File: config.mk
export PLATFORM = sky130hd
export DESIGN_NAME = interrupt_sequencer_flat
export DESIGN_NICKNAME = d
export VERILOG_FILES = /design/src/rtl/interrupt_sequencer_if.sv /design/src/rtl/interrupt_sequencer.sv /design/src/flat_wrapper.sv
export SDC_FILE = /design/constraint.sdc
export NUM_CORES = 1
export LEC_CHECK = 0
export BUFFER_PORTS_ARGS = -buffer_cell sky130_fd_sc_hd__buf_2
export CAP_MARGIN = 20
export CORE_MARGIN = 4
export CORE_UTILIZATION = 46
export DETAILED_ROUTE_END_ITERATION = 7
export PLACE_DENSITY = 0.78
export SLEW_MARGIN = 25
export SYNTH_ARGS = -nofsm -noshare
export SYNTH_HDL_FRONTEND = slang
export SYNTH_SLANG_ARGS = --single-unit
File: constraint.sdc
create_clock -name phi1 -period 1.75 [get_ports phi1]
set_input_delay 0.0875 -clock phi1 [delete_from_list [all_inputs] [get_ports phi1]]
set_output_delay 0.0875 -clock phi1 [all_outputs]
set_load 0.02 [all_outputs]
File: src/rtl/interrupt_sequencer_if.sv
// Signal bundle between the interrupt latches/control logic and the interrupt sequencer.
// The sequencer is the slave: it samples the request/status inputs and drives the sequence strobes.
`ifndef INTERRUPT_SEQUENCER_KINDS
`define INTERRUPT_SEQUENCER_KINDS
`define NONE  3'd0
`define RST_i 3'd1
`define NMI_i 3'd2
`define IRQ_i 3'd3
`endif

interface interrupt_sequencer_if;
    logic        nmiL;
    logic        irqL;
    logic        resL;
    logic        iFlag;
    logic        boundary;
    logic        rdy;
    logic [2:0]  activeInt;
    logic        forceBrk;
    logic        suppressWr;
    logic [15:0] vecAddr;
    logic        vecLoadLo;
    logic        vecLoadHi;
    logic        setIFlag;
    logic        bFlagOut;
    logic        intHandled;

    modport master (
        output nmiL, irqL, resL, iFlag, boundary, rdy,
        input  activeInt, forceBrk, suppressWr, vecAddr, vecLoadLo, vecLoadHi,
               setIFlag, bFlagOut, intHandled
    );

    modport slave (
        input  nmiL, irqL, resL, iFlag, boundary, rdy,
        output activeInt, forceBrk, suppressWr, vecAddr, vecLoadLo, vecLoadHi,
               setIFlag, bFlagOut, intHandled
    );
endinterface

File: src/rtl/interrupt_sequencer.sv
// Turns latched NMI/IRQ/RES requests into the 7-step hardware interrupt sequence.
// All outputs are registered and computed from the next state, so they line up with the step they describe.
module interrupt_sequencer #(
    parameter logic [15:0] VEC_NMI = 16'hFFFA,
    parameter logic [15:0] VEC_RES = 16'hFFFC,
    parameter logic [15:0] VEC_IRQ = 16'hFFFE
) (
    input  logic                  phi1,
    input  logic                  rstAll,
    interrupt_sequencer_if.slave  bus
);

    typedef enum logic [1:0] {
        ST_IDLE     = 2'd0,
        ST_SEQ      = 2'd1,
        ST_HOLD_RES = 2'd2
    } state_t;

    state_t      state_r, state_s;
    logic [2:0]  cnt_r, cnt_s;
    logic [2:0]  active_r, active_s;
    logic        nmi_pend_r, nmi_pend_s;
    logic        nmi_prev_r, nmi_prev_s;
    logic        handled_r, handled_s;
    logic        nmi_edge_s, nmi_req_s, irq_req_s;

    logic        force_brk_r, force_brk_s;
    logic        suppress_wr_r, suppress_wr_s;
    logic [15:0] vec_addr_r, vec_addr_s;
    logic        vec_lo_r, vec_lo_s;
    logic        vec_hi_r, vec_hi_s;
    logic        set_i_r, set_i_s;

    function automatic logic [15:0] vec_base(input logic [2:0] kind);
        case (kind)
            `NMI_i:  vec_base = VEC_NMI;
            `RST_i:  vec_base = VEC_RES;
            `IRQ_i:  vec_base = VEC_IRQ;
            default: vec_base = 16'h0000;
        endcase
    endfunction

    // Next-state: reset hold overrides everything, otherwise advance only when rdy is high.
    always_comb begin
        nmi_edge_s = nmi_prev_r & ~bus.nmiL;
        nmi_req_s  = nmi_pend_r | nmi_edge_s;
        irq_req_s  = ~bus.irqL & ~bus.iFlag;
        state_s    = state_r;
        cnt_s      = cnt_r;
        active_s   = active_r;
        handled_s  = handled_r;
        nmi_prev_s = nmi_prev_r;
        nmi_pend_s = nmi_req_s;
        if (!bus.resL) begin
            state_s    = ST_HOLD_RES;
            cnt_s      = 3'd0;
            active_s   = `NONE;
            handled_s  = 1'b0;
            nmi_prev_s = bus.rdy ? bus.nmiL : nmi_prev_r;
        end else if (bus.rdy) begin
            nmi_prev_s = bus.nmiL;
            handled_s  = 1'b0;
            case (state_r)
                ST_IDLE: begin
                    if (bus.boundary && nmi_req_s) begin
                        state_s  = ST_SEQ;
                        cnt_s    = 3'd0;
                        active_s = `NMI_i;
                    end else if (bus.boundary && irq_req_s) begin
                        state_s  = ST_SEQ;
                        cnt_s    = 3'd0;
                        active_s = `IRQ_i;
                    end else begin
                        state_s  = ST_IDLE;
                    end
                end
                ST_SEQ: begin
                    if (cnt_r == 3'd6) begin
                        state_s   = ST_IDLE;
                        cnt_s     = 3'd0;
                        active_s  = `NONE;
                        handled_s = 1'b1;
                    end else begin
                        cnt_s = cnt_r + 3'd1;
                        // An NMI may still hijack an IRQ while the vector has not been fetched.
                        if (active_r == `IRQ_i && nmi_req_s && cnt_r <= 3'd4) begin
                            active_s = `NMI_i;
                        end else begin
                            active_s = active_r;
                        end
                        if (cnt_r == 3'd4 && active_s == `NMI_i) begin
                            nmi_pend_s = 1'b0;
                        end else begin
                            nmi_pend_s = nmi_req_s;
                        end
                    end
                end
                ST_HOLD_RES: begin
                    state_s  = ST_SEQ;
                    cnt_s    = 3'd0;
                    active_s = `RST_i;
                end
                default: begin
                    state_s  = ST_IDLE;
                    cnt_s    = 3'd0;
                    active_s = `NONE;
                end
            endcase
        end else begin
            state_s = state_r;
        end
    end

    // Strobe decode from the upcoming step so the registered outputs match it.
    always_comb begin
        force_brk_s   = (state_s == ST_SEQ) && (cnt_s <= 3'd1);
        suppress_wr_s = (state_s == ST_SEQ) && (cnt_s >= 3'd2) && (cnt_s <= 3'd4) && (active_s == `RST_i);
        vec_lo_s      = (state_s == ST_SEQ) && (cnt_s == 3'd5);
        vec_hi_s      = (state_s == ST_SEQ) && (cnt_s == 3'd6);
        set_i_s       = vec_hi_s;
        if (vec_lo_s) begin
            vec_addr_s = vec_base(active_s);
        end else if (vec_hi_s) begin
            vec_addr_s = vec_base(active_s) + 16'd1;
        end else begin
            vec_addr_s = 16'h0000;
        end
    end

    // State and output registers.
    always_ff @(posedge phi1 or posedge rstAll) begin
        if (rstAll) begin
            state_r       <= ST_IDLE;
            cnt_r         <= 3'd0;
            active_r      <= `NONE;
            nmi_pend_r    <= 1'b0;
            nmi_prev_r    <= 1'b1;
            handled_r     <= 1'b0;
            force_brk_r   <= 1'b0;
            suppress_wr_r <= 1'b0;
            vec_addr_r    <= 16'h0000;
            vec_lo_r      <= 1'b0;
            vec_hi_r      <= 1'b0;
            set_i_r       <= 1'b0;
        end else begin
            state_r       <= state_s;
            cnt_r         <= cnt_s;
            active_r      <= active_s;
            nmi_pend_r    <= nmi_pend_s;
            nmi_prev_r    <= nmi_prev_s;
            handled_r     <= handled_s;
            force_brk_r   <= force_brk_s;
            suppress_wr_r <= suppress_wr_s;
            vec_addr_r    <= vec_addr_s;
            vec_lo_r      <= vec_lo_s;
            vec_hi_r      <= vec_hi_s;
            set_i_r       <= set_i_s;
        end
    end

    assign bus.activeInt  = active_r;
    assign bus.forceBrk   = force_brk_r;
    assign bus.suppressWr = suppress_wr_r;
    assign bus.vecAddr    = vec_addr_r;
    assign bus.vecLoadLo  = vec_lo_r;
    assign bus.vecLoadHi  = vec_hi_r;
    assign bus.setIFlag   = set_i_r;
    assign bus.bFlagOut   = 1'b0;
    assign bus.intHandled = handled_r;

endmodule

File: src/flat_wrapper.sv
// flat-port wrapper written by rule: the top's interface ports become plain ports
module interrupt_sequencer_flat 
#(
    parameter logic [15:0] VEC_NMI = 16'hFFFA,
    parameter logic [15:0] VEC_RES = 16'hFFFC,
    parameter logic [15:0] VEC_IRQ = 16'hFFFE
)
  (phi1, rstAll, bus_nmiL, bus_irqL, bus_resL, bus_iFlag, bus_boundary, bus_rdy, bus_activeInt, bus_forceBrk, bus_suppressWr, bus_vecAddr, bus_vecLoadLo, bus_vecLoadHi, bus_setIFlag, bus_bFlagOut, bus_intHandled);
  interrupt_sequencer_if bus_i ();
  input  logic phi1;
  input  logic rstAll;
  input wire logic [$bits(bus_i.nmiL)-1:0] bus_nmiL;
  input wire logic [$bits(bus_i.irqL)-1:0] bus_irqL;
  input wire logic [$bits(bus_i.resL)-1:0] bus_resL;
  input wire logic [$bits(bus_i.iFlag)-1:0] bus_iFlag;
  input wire logic [$bits(bus_i.boundary)-1:0] bus_boundary;
  input wire logic [$bits(bus_i.rdy)-1:0] bus_rdy;
  output wire logic [$bits(bus_i.activeInt)-1:0] bus_activeInt;
  output wire logic [$bits(bus_i.forceBrk)-1:0] bus_forceBrk;
  output wire logic [$bits(bus_i.suppressWr)-1:0] bus_suppressWr;
  output wire logic [$bits(bus_i.vecAddr)-1:0] bus_vecAddr;
  output wire logic [$bits(bus_i.vecLoadLo)-1:0] bus_vecLoadLo;
  output wire logic [$bits(bus_i.vecLoadHi)-1:0] bus_vecLoadHi;
  output wire logic [$bits(bus_i.setIFlag)-1:0] bus_setIFlag;
  output wire logic [$bits(bus_i.bFlagOut)-1:0] bus_bFlagOut;
  output wire logic [$bits(bus_i.intHandled)-1:0] bus_intHandled;
  assign bus_i.nmiL = bus_nmiL;
  assign bus_i.irqL = bus_irqL;
  assign bus_i.resL = bus_resL;
  assign bus_i.iFlag = bus_iFlag;
  assign bus_i.boundary = bus_boundary;
  assign bus_i.rdy = bus_rdy;
  assign bus_activeInt = bus_i.activeInt;
  assign bus_forceBrk = bus_i.forceBrk;
  assign bus_suppressWr = bus_i.suppressWr;
  assign bus_vecAddr = bus_i.vecAddr;
  assign bus_vecLoadLo = bus_i.vecLoadLo;
  assign bus_vecLoadHi = bus_i.vecLoadHi;
  assign bus_setIFlag = bus_i.setIFlag;
  assign bus_bFlagOut = bus_i.bFlagOut;
  assign bus_intHandled = bus_i.intHandled;
  interrupt_sequencer #(.VEC_NMI(VEC_NMI), .VEC_RES(VEC_RES), .VEC_IRQ(VEC_IRQ)) u_core (.phi1(phi1), .rstAll(rstAll), .bus(bus_i));
endmodule
### Yosys cells after proc, flatten, opt, wreduce, memory -nomap -nowiden

Index checks and enable logic that the tools add are counted.

| word-level totals | value |
|---|---|
| bits in registers | 31 |
| latch bits | 0 |
| bits in writable memories | 0 |
| memory bits (read-only) | 0 |
| bits of input ports | 8 |
| memories kept | 0 |

| operators by class | value |
|---|---|
| add/sub/neg operators | 2 |
| $mul | 0 |
| div/mod/pow operators | 0 |
| magnitude comparators | 4 |
| eq/ne operators | 13 |
| shift operators | 0 |
| multiplexer cells | 37 |
| bitwise gates (word level) | 6 |
| reduce and logical (&&, ||, !) cells | 12 |

Operators by type and width:

| operator | number |
|---|---|
| 16-bit 2-to-1 mux | 4 |
| 16-bit case mux with 3 select lines | 1 |
| 3-bit 2-to-1 mux | 15 |
| 16-bit by 1-bit adder with 16-bit output, second input constant | 1 |
| 3-bit by 2-bit == test with 1-bit output, second input constant | 4 |
| 3-bit == test, second input constant | 4 |
| 1-bit logical AND | 11 |
| 1-bit 2-to-1 mux | 10 |
| 3-bit case mux with 3 select lines | 1 |
| 2-bit 2-to-1 mux | 4 |
| 3-bit less-or-equal comparator, second input constant | 2 |
| 2-bit case mux with 3 select lines | 1 |
| 3-bit case mux with 2 select lines | 1 |
| 2-bit by 1-bit == test with 1-bit output, second input constant | 2 |
| 3-bit by 1-bit adder with 3-bit output, second input constant | 1 |
| 3-bit by 1-bit == test with 1-bit output, second input constant | 1 |
| 3-bit by 2-bit greater-or-equal comparator with 1-bit output, second input constant | 1 |
| 3-bit by 1-bit less-or-equal comparator with 1-bit output, second input constant | 1 |
| 1-bit inverter | 3 |
| 1-bit bitwise AND | 2 |
| 2-bit == test, second input constant | 1 |
| 2-bit zero test | 1 |
| 2-bit by 1-bit != test with 1-bit output, second input constant | 1 |
| 1-bit OR | 1 |

### Depth between registers and ports, before layout

| depth | value |
|---|---|
| depth in word-level cells | 21 |
| mapped depth | 7 |
| mapped depth without buffers | 5 |

### Worst setup path after synthesis

No wires, ideal clock.

| timing | value |
|---|---|
| kind | register -> register |
| start | reg u_core.nmi_prev_r |
| end | reg u_core.suppress_wr_r (netlist: u_core.bus.suppressWr) |
| setup time | 0.111 ns |
| arrival | 1.657 ns |
| data required time | 1.639 ns |
| path slack | -0.018 ns |
| cell stages (with the launch flop) | 6 |
| path through | dfstp_2 -> nor2b_4 -> o31ai_2 -> a311o_1 -> nand3b_1 -> a2111oi_2 |

| on the way | value |
|---|---|
| longest elaborated chain between the ends | 15 |

RTL lines:

| element | line | source |
|---|---|---|
| start, declared | interrupt_sequencer.sv:23 | `logic nmi_prev_r, nmi_prev_s;` |
| start signal, assigned | interrupt_sequencer.sv:150 | `nmi_prev_r <= nmi_prev_s;` |
| 1-bit bitwise AND (*) | interrupt_sequencer.sv:45 | `nmi_edge_s = nmi_prev_r & ~bus.nmiL;` |
| 1-bit OR (*) | interrupt_sequencer.sv:46 | `nmi_req_s = nmi_pend_r \| nmi_edge_s;` |
| 1-bit logical AND (2 in series) | interrupt_sequencer.sv:86 | `` if (active_r == `IRQ_i && nmi_req_s && cnt_r <= 3'd4) begin `` |
| 3-bit 2-to-1 mux | interrupt_sequencer.sv:86 |  |
| 3-bit 2-to-1 mux | interrupt_sequencer.sv:78 | `if (cnt_r == 3'd6) begin` |
| 3-bit 2-to-1 mux | interrupt_sequencer.sv:63 | `case (state_r)` |
| 3-bit 2-to-1 mux | interrupt_sequencer.sv:60 | `end else if (bus.rdy) begin` |
| 3-bit 2-to-1 mux | interrupt_sequencer.sv:54 | `if (!bus.resL) begin` |
| 3-bit 2-to-1 mux | interrupt_sequencer.sv:78 |  |
| 3-bit case mux with 3 select lines | interrupt_sequencer.sv:63 |  |
| 3-bit 2-to-1 mux | interrupt_sequencer.sv:60 |  |
| 3-bit 2-to-1 mux | interrupt_sequencer.sv:54 |  |
| 3-bit by 1-bit == test with 1-bit output (no line) | n/a |  |
| 1-bit logical AND (*) | interrupt_sequencer.sv:117 | `` suppress_wr_s = (state_s == ST_SEQ) && (cnt_s >= 3'd2) && (cnt_s <= 3'd4) && (active_s == `RST_i); `` |
| net u_core.suppress_wr_s | interrupt_sequencer.sv:28 | `logic suppress_wr_r, suppress_wr_s;` |
| end signal, assigned | interrupt_sequencer.sv:153 | `suppress_wr_r <= suppress_wr_s;` |
| end, declared | interrupt_sequencer.sv:28 |  |

The timed path passes the listed nets; every way through them passes the cells marked *. The select of a mux whose other input is x is not followed.
A chain may end at the register's enable or synchronous reset.

### Worst setup path in the final report

| timing | value |
|---|---|
| start | reg u_core.nmi_prev_r |
| end | reg u_core.vec_addr_r[14] (netlist: u_core.bus.vecAddr[14]) |

| on the way | value |
|---|---|
| longest elaborated chain between the ends | 20 |

RTL lines:

| element | line | source |
|---|---|---|
| 1-bit bitwise AND (*) | interrupt_sequencer.sv:45 |  |
| 1-bit OR (*) | interrupt_sequencer.sv:46 |  |
| 1-bit logical AND (2 in series) | interrupt_sequencer.sv:86 |  |
| 3-bit 2-to-1 mux | interrupt_sequencer.sv:86 |  |
| 3-bit 2-to-1 mux | interrupt_sequencer.sv:78 |  |
| 3-bit 2-to-1 mux | interrupt_sequencer.sv:63 |  |
| 3-bit 2-to-1 mux | interrupt_sequencer.sv:60 |  |
| 3-bit 2-to-1 mux | interrupt_sequencer.sv:54 |  |
| [3 not listed] | n/a |  |
| 3-bit 2-to-1 mux | interrupt_sequencer.sv:54 |  |
| 3-bit by 2-bit == test with 1-bit output / 3-bit by 1-bit == test with 1-bit output (equally long branches) | interrupt_sequencer.sv:35 | `case (kind)` |
| 16-bit case mux with 3 select lines | interrupt_sequencer.sv:35 |  |
| 16-bit 2-to-1 mux | interrupt_sequencer.sv:123 | `end else if (vec_hi_s) begin` |
| 16-bit 2-to-1 mux | interrupt_sequencer.sv:121 | `if (vec_lo_s) begin` |
| 16-bit by 1-bit adder with 16-bit output | interrupt_sequencer.sv:124 | `vec_addr_s = vec_base(active_s) + 16'd1;` |
| 16-bit 2-to-1 mux | interrupt_sequencer.sv:123 |  |
| 16-bit 2-to-1 mux (*) | interrupt_sequencer.sv:121 |  |
| end signal, assigned | interrupt_sequencer.sv:154 | `vec_addr_r <= vec_addr_s;` |
| end, declared | interrupt_sequencer.sv:29 | `logic [15:0] vec_addr_r, vec_addr_s;` |

Every way passes the cells marked *; elsewhere a longest branch is shown, timed or not. The select of a mux whose other input is x is not followed.

==> flow_summary.ini <==
[sta]
fin_setup_tns_ps = -457
setup_ws_ps = -91.2
fmax_ghz = 0.543
rsz0062_at_grt = true
slew_headroom_pct = 52.2
fin_crit_sh_pct = 105
setup_viol = 7
whs_ps = 61.0
fin_worst_skew_ps = 11.7
hold_viol_final = 0
finalMaxSlewViolations = 0
worst_slew_pin_slew_ps = 717
period_needed_ps = 1840

[worst_hold_path]
hold_class = input pin to flip-flop

[yosys]
synth_area_sq_um = 1160
yosys_most_used_dff = dfrtp_1
ys_warn_count = 0
ys_seq_area_share_pct = 40.9
ys_seq_elements = 19
syn_avg_cell_area_sq_um = 9.55
synth_fp_nets = 130
synth_top_area_share_pct = 38.7
synth_top_area_cell = dfrtp_1
ys_types = 47
async_flop_share_pct = 100
synth.most_common_cell = dfrtp_1
synth_area_leaders = dfrtp_1, buf_4, nand2_1
synthTopCellsByCount = dfrtp_1, buf_4, nand2_1
synth-edff-count = 0
syn-instance-count = 122

[floorplanning]
row_count = 17
initial_core_util_pct = 50.2
dieArea_sq_um = 3400
die_h_microns = 58.3
die_w_microns = 58.3
io-pin-count = 34
core_sq_um = 2320

[clock_tree]
cts_root_buf = clkbuf_4
clk_latency_ps = 310
clockBufferDepth = 2
cts_sinks = 19
path_clk_slew_ps = 110
numCtsBuffers = 3
cts_tree = yes
h-tree-depth = 1

[detailed_routing]
drtAntennaViolNets = 0
first_pass_iters = 4
drt-initial-drc-count = 34
vias_per_cell = 5.57
wl_microns = 2670
detail_route.wl_per_cell_microns = 14.9
vias = 997
drc = 0

[final_layout]
nNetsFinal = 160
fill_cells = 192
drive_above_1_share_pct = 46.4
area_growth_pct = 17.9
diodes = 0

[power]
p_leak_nw = 0.712
vdd_drop_max_uv = 422
powerDensity_nw_per_um2 = 597

[worst_setup_path]
crit_buf_inv = 1
path_class = flip-flop to flip-flop
critPathLaunchType = flip-flop
slowest_stage = dfstp_2
slowest_delay_ps = 550
critPathMaxFanout = 3
cp_top_family = compound AO/OA/AOI/OAI gates
worst_ep_required_time_ps = 1930
critPathArrivalTime_ps = 2020
crit_chain = nor2b_4 -> o31ai_2 -> a311o_1 -> buf_4 -> xor2_1 -> a211oi_1
critPathCaptureType = flip-flop
rrSetupSlack_ps = -90

[placed_design]
io_buffers = 32
pre_cts_ws_ps = -76.0
gp_congestion = 0.867
hpwl_microns = 1890

[status]
status = finished with violations
violations = negative setup slack

[grt]
grt_pass1_vias = 952
grt_use_total_pct = 17.1
grt_pass1_wl_microns = 4360
grt_max_degree = 20
antenna_found_initial = 0
grt-ovfl-total = 0

[job]
cap_violations = 0
==> registers in the layout, summed over array words and instances, names as in the netlist <==
name                   flops
u_core.bus.vecLoadHi       1
u_core.bus.suppressWr      1
u_core.nmi_pend_r          1
u_core.bus.intHandled      1
u_core.nmi_prev_r          1
u_core.bus.vecAddr         4
u_core.bus.forceBrk        1
u_core.bus.activeInt       3
u_core.state_r             2
u_core.bus.vecLoadLo       1
u_core.cnt_r               3
==> logic make-up after synthesis <==
group / Yosys count / share of synthesized area, %
buf+inv: 27 / 14.8
xor+xnor: 1 / 0.752
simple gates: 43 / 20.8
mux: 1 / 0.967
other cells: 1 / 0.322
flops: 19 / 40.9
compound gates: 30 / 21.4
==> per-stage QoR <==
stage	cells	area (sq um)	total power [W]	util, %
floorplan	122	1160	0.000559	-
global placement	167	1250	0.000587	54.1
detailed placement	167	1250	0.000591	54.1
CTS	178	1350	0.000823	58.1
global route	179	1370	0.000860	59.3
finish	179	1370	0.000821	59.3
==> worst paths after layout <==
path | start | to | cells after the start
max | u_core.nmi_prev_r | u_core.bus.vecAddr[14] | 6
min | bus_nmiL | u_core.nmi_prev_r | 2
max reg2reg | u_core.nmi_prev_r | u_core.bus.vecAddr[14] | 6
min reg2reg | u_core.bus.intHandled | u_core.bus.intHandled | 2
max in group asynchronous | rstAll | u_core.cnt_r[0] | 3
min in group asynchronous | rstAll | u_core.bus.intHandled | 3
==> final cells by class <==
class	instances	area, sq um	area share [%]
clock inverter	1	5.00	0.364
tap	28	35.0	2.55
sequential	19	482	35.1
inverter	6	22.5	1.64
clock buffer	3	22.5	1.64
multi-input combinational	76	539	39.3
timing repair buffer	46	268	19.5
==> timing repair <==
action	4_1_cts	5_1_grt
hold endpoints to repair	18	0
endpoints found under the setup margin	3	8
buffers inserted	6	1
hold buffers	1	0
resized for setup	5	7
pin swaps	4	1
==> power breakdown <==
group | leakage [nW] | switching [W] | total, W | internal, W
Combinational | 0.450 | 0.0000762 | 0.000126 | 0.0000498
Sequential | 0.244 | 0.0000142 | 0.000466 | 0.000452
Clock | 0.0177 | 0.000143 | 0.000228 | 0.0000856
Total | 0.712 | 0.000233 | 0.000821 | 0.000587
==> layout by cell type (no fill, tap or decap), drive strengths merged, types with 3 or more instances in the layout <==
master,count
buf,45
dfrtp,18
nand2,11
nor2,7
inv,6
o21ai,6
nor2b,5
a21oi,4
nand3,4
nor3,4
nand3b,3
clkbuf,3
==> routing by layer <==
layer	global-route usage [%]	vias to the layer above	wire, microns
met5	0	-	0
met4	10.6	0	89
met3	2.41	9	170
met2	27.8	47	1280
met1	21.4	464	1130
li1	-	477	-
Note: power is estimated with default switching activity, not from simulation.
